`src/rtl/bp_fe_pkg.sv`:
```
// Shared front-end types: BE->FE command layout, opcodes and sequencer states.
package bp_fe_pkg;

    // Processor configurations; each one fixes the command layout below.
    typedef enum logic [0:0] {
        e_bp_default_cfg = 1'b0
    } bp_params_e;

    typedef enum logic [3:0] {
        e_op_state_reset          = 4'd0,
        e_op_pc_redirection       = 4'd1,
        e_op_icache_fill_response = 4'd2,
        e_op_icache_fence         = 4'd3,
        e_op_itlb_fill_response   = 4'd4,
        e_op_itlb_fence           = 4'd5,
        e_op_attaboy              = 4'd6,
        e_op_wait                 = 4'd7
    } bp_fe_command_queue_opcode_e;

    typedef struct packed {
        bp_fe_command_queue_opcode_e opcode;
        logic [38:0]                 vaddr;
        logic [31:0]                 operands;
    } bp_fe_cmd_s;

    typedef enum logic [0:0] {
        e_ready = 1'b0,
        e_fence = 1'b1
    } bp_fe_cmd_seq_state_e;

    // Width of the packed command for a given processor configuration.
    function automatic int fe_cmd_width(bp_params_e cfg);
        case (cfg)
            e_bp_default_cfg: return $bits(bp_fe_cmd_s);
            default:          return $bits(bp_fe_cmd_s);
        endcase
    endfunction

    // Opcode field of a packed command.
    function automatic bp_fe_command_queue_opcode_e cmd_opcode(bp_fe_cmd_s cmd);
        return cmd.opcode;
    endfunction

endpackage

```
`src/rtl/bp_fe_cmd_fifo.sv`:
```
// 1r1w command FIFO with registered full/empty flags and no fall-through.
// Caller guarantees v_i only when ~full_o and yumi_i only when ~empty_o.
module bp_fe_cmd_fifo #(
    parameter int width_p = 1,
    parameter int els_p   = 4,
    localparam int ptr_w_lp = $clog2(els_p)
) (
    input  logic               clk_i,
    input  logic               reset_i,
    input  logic [width_p-1:0] data_i,
    input  logic               v_i,
    output logic [width_p-1:0] data_o,
    input  logic               yumi_i,
    output logic               full_o,
    output logic               empty_o
);

    logic [width_p-1:0]  mem_q [els_p];
    logic [ptr_w_lp:0]   wptr_q, wptr_d, rptr_q, rptr_d;
    logic                full_q, full_d, empty_q, empty_d;

    // Next pointers and flags; the extra MSB is a wrap bit that separates full from empty.
    always_comb begin
        wptr_d  = wptr_q + {{ptr_w_lp{1'b0}}, v_i};
        rptr_d  = rptr_q + {{ptr_w_lp{1'b0}}, yumi_i};
        empty_d = (wptr_d == rptr_d);
        full_d  = (wptr_d[ptr_w_lp] != rptr_d[ptr_w_lp])
                  && (wptr_d[ptr_w_lp-1:0] == rptr_d[ptr_w_lp-1:0]);
    end

    // Pointer and flag registers.
    // NOTE: state registers use non-blocking assignments so every flop samples pre-edge values.
    always_ff @(posedge clk_i or posedge reset_i) begin
        if (reset_i) begin
            wptr_q  <= '0;
            rptr_q  <= '0;
            full_q  <= 1'b0;
            empty_q <= 1'b1;
        end else begin
            wptr_q  <= wptr_d;
            rptr_q  <= rptr_d;
            full_q  <= full_d;
            empty_q <= empty_d;
        end
    end

    // Storage write.
    // NOTE: the data array has no reset; empty_o guards every read of stale contents.
    always_ff @(posedge clk_i) begin
        if (v_i) begin
            mem_q[wptr_q[ptr_w_lp-1:0]] <= data_i;
        end
    end

    assign data_o  = mem_q[rptr_q[ptr_w_lp-1:0]];
    assign full_o  = full_q;
    assign empty_o = empty_q;

endmodule

```
`src/rtl/bp_fe_cmd_sequencer.sv`:
```
// Buffers BE->FE commands, releases them in order to FE decode, holds fetch while an
// icache fence is outstanding and discards attaboy hints rather than stall on them.
module bp_fe_cmd_sequencer
    import bp_fe_pkg::*;
#(
    parameter bp_params_e bp_params_p      = e_bp_default_cfg,
    parameter int         cmd_fifo_els_p   = 4,
    parameter int         fence_timeout_p  = 1024,
    parameter int         drop_cnt_width_p = 16,
    localparam int        fe_cmd_width_lp  = fe_cmd_width(bp_params_p)
) (
    input  logic                        clk_i,
    input  logic                        reset_i,
    input  logic [fe_cmd_width_lp-1:0]  fe_cmd_i,
    input  logic                        fe_cmd_v_i,
    output logic                        fe_cmd_ready_o,
    output logic [fe_cmd_width_lp-1:0]  cmd_o,
    output logic                        cmd_v_o,
    input  logic                        cmd_yumi_i,
    input  logic                        fence_done_i,
    output logic                        fetch_hold_o,
    output logic                        fence_timeout_o,
    output logic [drop_cnt_width_p-1:0] drop_cnt_o
);

    localparam int timer_w_lp = $clog2(fence_timeout_p + 1);
    localparam logic [timer_w_lp-1:0] timer_last_lp = timer_w_lp'(fence_timeout_p - 1);

    bp_fe_cmd_seq_state_e        state_q, state_d;
    logic [timer_w_lp-1:0]       timer_q, timer_d;
    logic [drop_cnt_width_p-1:0] drop_cnt_q, drop_cnt_d;

    logic fifo_full, fifo_empty;
    logic in_is_attaboy, head_is_fence;
    logic push, pop, drop, timeout_hit;

    assign in_is_attaboy = (cmd_opcode(bp_fe_cmd_s'(fe_cmd_i)) == e_op_attaboy);
    assign head_is_fence = (cmd_opcode(bp_fe_cmd_s'(cmd_o)) == e_op_icache_fence);

    // Attaboys are always accepted; when full they are counted and thrown away.
    assign push = fe_cmd_v_i & ~fifo_full;
    assign drop = fe_cmd_v_i & fifo_full & in_is_attaboy;
    assign pop  = cmd_yumi_i & cmd_v_o;

    assign timeout_hit = (state_q == e_fence) & ~fence_done_i & (timer_q == timer_last_lp);

    // Outputs are masked by reset so they fall immediately on an asynchronous assert.
    assign fe_cmd_ready_o  = ~reset_i & (~fifo_full | in_is_attaboy);
    assign cmd_v_o         = ~reset_i & ~fifo_empty & (state_q == e_ready);
    assign fetch_hold_o    = ~reset_i & (state_q == e_fence);
    assign fence_timeout_o = ~reset_i & timeout_hit;
    assign drop_cnt_o      = drop_cnt_q;

    bp_fe_cmd_fifo #(
        .width_p (fe_cmd_width_lp),
        .els_p   (cmd_fifo_els_p)
    ) cmd_fifo (
        .clk_i   (clk_i),
        .reset_i (reset_i),
        .data_i  (fe_cmd_i),
        .v_i     (push),
        .data_o  (cmd_o),
        .yumi_i  (pop),
        .full_o  (fifo_full),
        .empty_o (fifo_empty)
    );

    // Fence FSM, fence timer and saturating drop counter next-state.
    // NOTE: every always_comb output gets a default first so no latch can be inferred.
    always_comb begin
        state_d    = state_q;
        timer_d    = timer_q;
        drop_cnt_d = drop_cnt_q;
        case (state_q)
            e_ready: begin
                if (pop && head_is_fence) begin
                    state_d = e_fence;
                    timer_d = '0;
                end
            end
            e_fence: begin
                if (fence_done_i || timeout_hit) begin
                    state_d = e_ready;
                    timer_d = '0;
                end else begin
                    timer_d = timer_q + timer_w_lp'(1);
                end
            end
            default: state_d = e_ready;
        endcase
        if (drop && !(&drop_cnt_q)) begin
            drop_cnt_d = drop_cnt_q + drop_cnt_width_p'(1);
        end
    end

    // Sequencer state registers.
    always_ff @(posedge clk_i or posedge reset_i) begin
        if (reset_i) begin
            state_q    <= e_ready;
            timer_q    <= '0;
            drop_cnt_q <= '0;
        end else begin
            state_q    <= state_d;
            timer_q    <= timer_d;
            drop_cnt_q <= drop_cnt_d;
        end
    end

    // FE may only consume a head that is being offered.
    yumi_without_valid_a: assert property (
        @(posedge clk_i) disable iff (reset_i) !(cmd_yumi_i && !cmd_v_o)
    ) else $error("cmd_yumi_i asserted while cmd_v_o is low");

endmodule
```
`config.mk`:
```
export PLATFORM = sky130hd
export DESIGN_NAME = bp_fe_cmd_sequencer
export DESIGN_NICKNAME = d
export VERILOG_FILES = /design/src/rtl/bp_fe_pkg.sv /design/src/rtl/bp_fe_cmd_fifo.sv /design/src/rtl/bp_fe_cmd_sequencer.sv
export SDC_FILE = /design/constraint.sdc
export NUM_CORES = 1
export LEC_CHECK = 0
export CORE_MARGIN = 10
export CORE_UTILIZATION = 54
export DETAILED_ROUTE_END_ITERATION = 10
export GPL_TIMING_DRIVEN = 0
export PLACE_DENSITY = 0.8
export SYNTH_ARGS = -nofsm -noshare
export SYNTH_HDL_FRONTEND = slang
export SYNTH_SLANG_ARGS = --single-unit
```
`constraint.sdc`:
```
create_clock -name clk_i -period 7.8 [get_ports clk_i]
set_clock_uncertainty 0.05 [all_clocks]
set_input_delay 1.17 -clock clk_i [delete_from_list [all_inputs] [get_ports clk_i]]
set_output_delay 1.17 -clock clk_i [all_outputs]
set_load 0.03 [all_outputs]
```
==> results.py <==
metrics = {
    "final_layout": {
        "finish.utilization": 0.709,
        "multi_input_area_sq_um": 2600,
        "register_area_sq_um": 9910,
        "area_delta_synth_final_pct": 28.3,
        "fin_area_sq_um": 16200,
        "final_net_count": 883,
        "antenna_cells": 0,
        "fillCellCount": 1398,
        "layout-drive-gt1-share": 0.199,
    },
    "worst_hold_path": {
        "min_path_type": "reg2reg",
    },
    "detailed_routing": {
        "wl_um": 26200,
        "via_count": 6501,
        "first_pass_iters": 4,
        "via_per_inst": 5.74,
        "ant_nets": 0,
        "wl_per_cell_um": 23.2,
        "initialDrtViolationCount": 547,
        "drc": 0,
    },
    "placement": {
        "portBuffers": 174,
        "place_area_sq_um": 15000,
        "gp_congestion": 0.887,
        "post-dp-hpwl_um": 17400,
    },
    "power_and_ir_drop": {
        "total_leakage_power_nw": 5.44,
        "ir_worst_vdd_mv": 0.274,
        "power.internal_mw": 4.32,
        "seq_power_share": 0.382,
        "swShare": 0.317,
        "clockPowerShare": 0.264,
        "power.density_nw_per_um2": 390,
        "power.switching_mw": 2.00,
        "comb_power_share": 0.355,
    },
    "flow_run": {
        "cap_violations": 0,
    },
    "timing": {
        "worstMarginPinSlew_ns": 1.05,
        "period_share": 0.583,
        "slew_violations": 0,
        "hold_violations": 0,
        "fmaxAchievable_mhz": 220,
        "relSlewSlack": 0.290,
        "rsz0062_at_grt": "false",
        "setup-violations-final": 0,
        "fin_crit_ns": 4.55,
    },
    "synthesis": {
        "ys_seq_area_frac": 0.785,
        "synthFlopType": "edfxtp_1",
        "yosys.area_share.simple": 0.0388,
        "muxShareOfSynthArea": 0.136,
        "synth_top_family_by_area": "multiplexers",
        "synth_nets": 659,
        "ys_seq_elements": 336,
        "synth_top_area_frac": 0.713,
        "synthCells": 573,
        "netlist-cell-type-count": 43,
        "synth_async_sr_flop_share": 0.107,
        "synthAdderAreaFrac": 0.00595,
        "synth_top_area_cell": "edfxtp_1",
        "synth_compound_area_frac": 0.00991,
        "synth-xor-area-share": 0.0132,
        "synth_area_leaders": "edfxtp_1 71%, mux4_2 13%, dfrtp_1 6.9%",
        "syn-cell-area_sq_um": 12600,
        "synth_edf_count": 300,
        "synth_area_per_cell_sq_um": 22.0,
        "yosysWarnings": 0,
    },
    "grt": {
        "met1_usage": 0.226,
        "grt-ovfl-total": 0,
        "antenna_found_initial": 0,
        "met3_usage": 0.0468,
        "grt_start_max_net_pins": 40,
        "grt_use_total": 0.173,
        "grt_pass1_wl_um": 40900,
        "grt_pass1_vias": 6966,
        "met2_usage": 0.286,
        "top_usage_layer": "met2",
    },
    "critical_path": {
        "startpoint_type": "flop",
        "worstSetupPathType": "reg2out",
        "arrival_ns": 3.33,
        "path_max_fanout": 10,
        "critPathRequiredTime_ns": 6.58,
        "worst_setup_path_end_kind": "output pin",
    },
    "clocking": {
        "root_buffer": "clkbuf_16",
        "post_cts_resized": 0,
        "cts_tree": "yes",
        "post-cts-setup-buffers": 0,
        "cts_buffers": 34,
        "clock_latency_ns": 0.50,
        "holdBufCountCts": 0,
        "h-tree-depth": 2,
        "cts_sinks": 336,
        "clk_path_buf_depth": 3,
        "cts.clk_slew.worst_paths_ns": 0.06,
    },
    "floorplan": {
        "coreArea_sq_um": 22800,
        "start_util": 0.553,
        "io_pins": 175,
        "die_y_um": 173,
        "die-area_sq_um": 29900,
        "die_w_um": 173,
        "row_count": 55,
    },
    "run_status": {
        "status": "completed",
    },
}
## metal layers
metal  wire, um  vias up
met2      13000      251
met1      10800     3376
met4        406        0
met3       1990       33
li1           -     2841
met5          0        -
## cells in the mapped netlist, types with 5 or more instances
| master | instances |
|---|---|
| and3_1 | 5 |
| buf_2 | 8 |
| clkbuf_1 | 10 |
| dfrtp_1 | 35 |
| edfxtp_1 | 300 |
| ha_1 | 6 |
| inv_1 | 13 |
| mux4_2 | 75 |
| nand2_1 | 15 |
| nand3_1 | 15 |
| nand4_1 | 10 |
| nor2_1 | 8 |
| nor4_1 | 5 |
| o21ai_0 | 5 |
| xnor2_1 | 11 |
| xor2_1 | 8 |
## layout make-up
type,instances,share of cell area
Clock buffer,40,0.0565
Buffer,20,0.00595
Timing Repair Buffer,188,0.123
Multi-Input combinational cell,204,0.160
Inverter,13,0.00301
Clock inverter,19,0.0153
Tap cell,313,0.0242
Sequential cell,336,0.612
## registers in the layout, indices dropped and copies added (netlist names)
signal and cells:
cmd_fifo.empty_o 1, cmd_fifo.full_o 1, cmd_fifo.mem_q 300, cmd_fifo.rptr_q 3
cmd_fifo.wptr_q 3, drop_cnt_o 16, state_q 1, timer_q 11
## power by group through the flow
stage / Combinational, mW / Clock, mW / Sequential [mW]
2_1_floorplan: 1.38 / 0 / 2.45
3_3_place_gp: 2.17 / 0 / 2.49
3_5_place_dp: 2.27 / 0 / 2.45
4_1_cts: 2.29 / 1.70 / 2.41
5_1_grt: 2.37 / 1.77 / 2.44
6_report: 2.24 / 1.67 / 2.41
## path summary, 6_finish.rpt
check / startpoint / end / slack (ns) / depth (start not counted)
worst min-delay path: cmd_fifo.wptr_q[2] / cmd_fifo.wptr_q[2] / 0.43 / 1
min in group asynchronous: reset_i / timer_q[10] / 1.22 / 2
worst max register to register: cmd_fifo.rptr_q[1] / timer_q[2] / 5.23 / 6
worst max-delay path: cmd_fifo.rptr_q[1] / cmd_o[37] / 3.25 / 4
worst min register to register: cmd_fifo.wptr_q[2] / cmd_fifo.wptr_q[2] / 0.43 / 1
max in group asynchronous: reset_i / drop_cnt_o[13] / 6.01 / 2
## kinds of logic after synthesis
kind of cell    after synthesis
buf+inv                      33
fa+ha+maj                     6
flops                       336
compound gates               18
simple gates                 84
xor+xnor                     19
mux                          77
## critical path, stage by stage (launching register included)
cell and delay [ns]:
dfrtp_1 0.41, clkbuf_1 0.70, clkbuf_1 0.63, mux4_2 0.35, clkdlybuf4s50_1 0.72
## metrics by stage
stage | cells | power, mW | hold slack (ns) | setup TNS, ns | setup WS (ns)
after floorplan | 573 | 3.83 | 0.397 | 0 | 0.224
after global placement | 1060 | 4.66 | 0.409 | -363.79 | -4.32
after detailed placement | 1074 | 4.72 | 0.419 | 0 | 3.75
after CTS | 1133 | 6.39 | 0.431 | 0 | 3.20
after global routing | 1133 | 6.57 | 0.436 | 0 | 3.10
final | 1133 | 6.32 | 0.426 | 0 | 3.25
## layout by cell type (no fill, tap or decap), drive strengths merged, types with 4 or more instances in the layout
master	synthesis	final
ha	6	6
clkbuf	10	50
nand3	15	15
and3	5	5
clkinv	0	8
mux4	75	75
buf	10	24
xnor2	11	11
o21ai	6	6
inv	13	16
o221ai	4	4
nor3	4	4
bufinv	0	5
nor4	5	5
clkdlybuf4s50	0	174
dfrtp	35	35
xor2	8	8
nor2	8	8
edfxtp	300	300
nand2	15	15
nand4	11	11
Power figures use the tool's default switching activity.
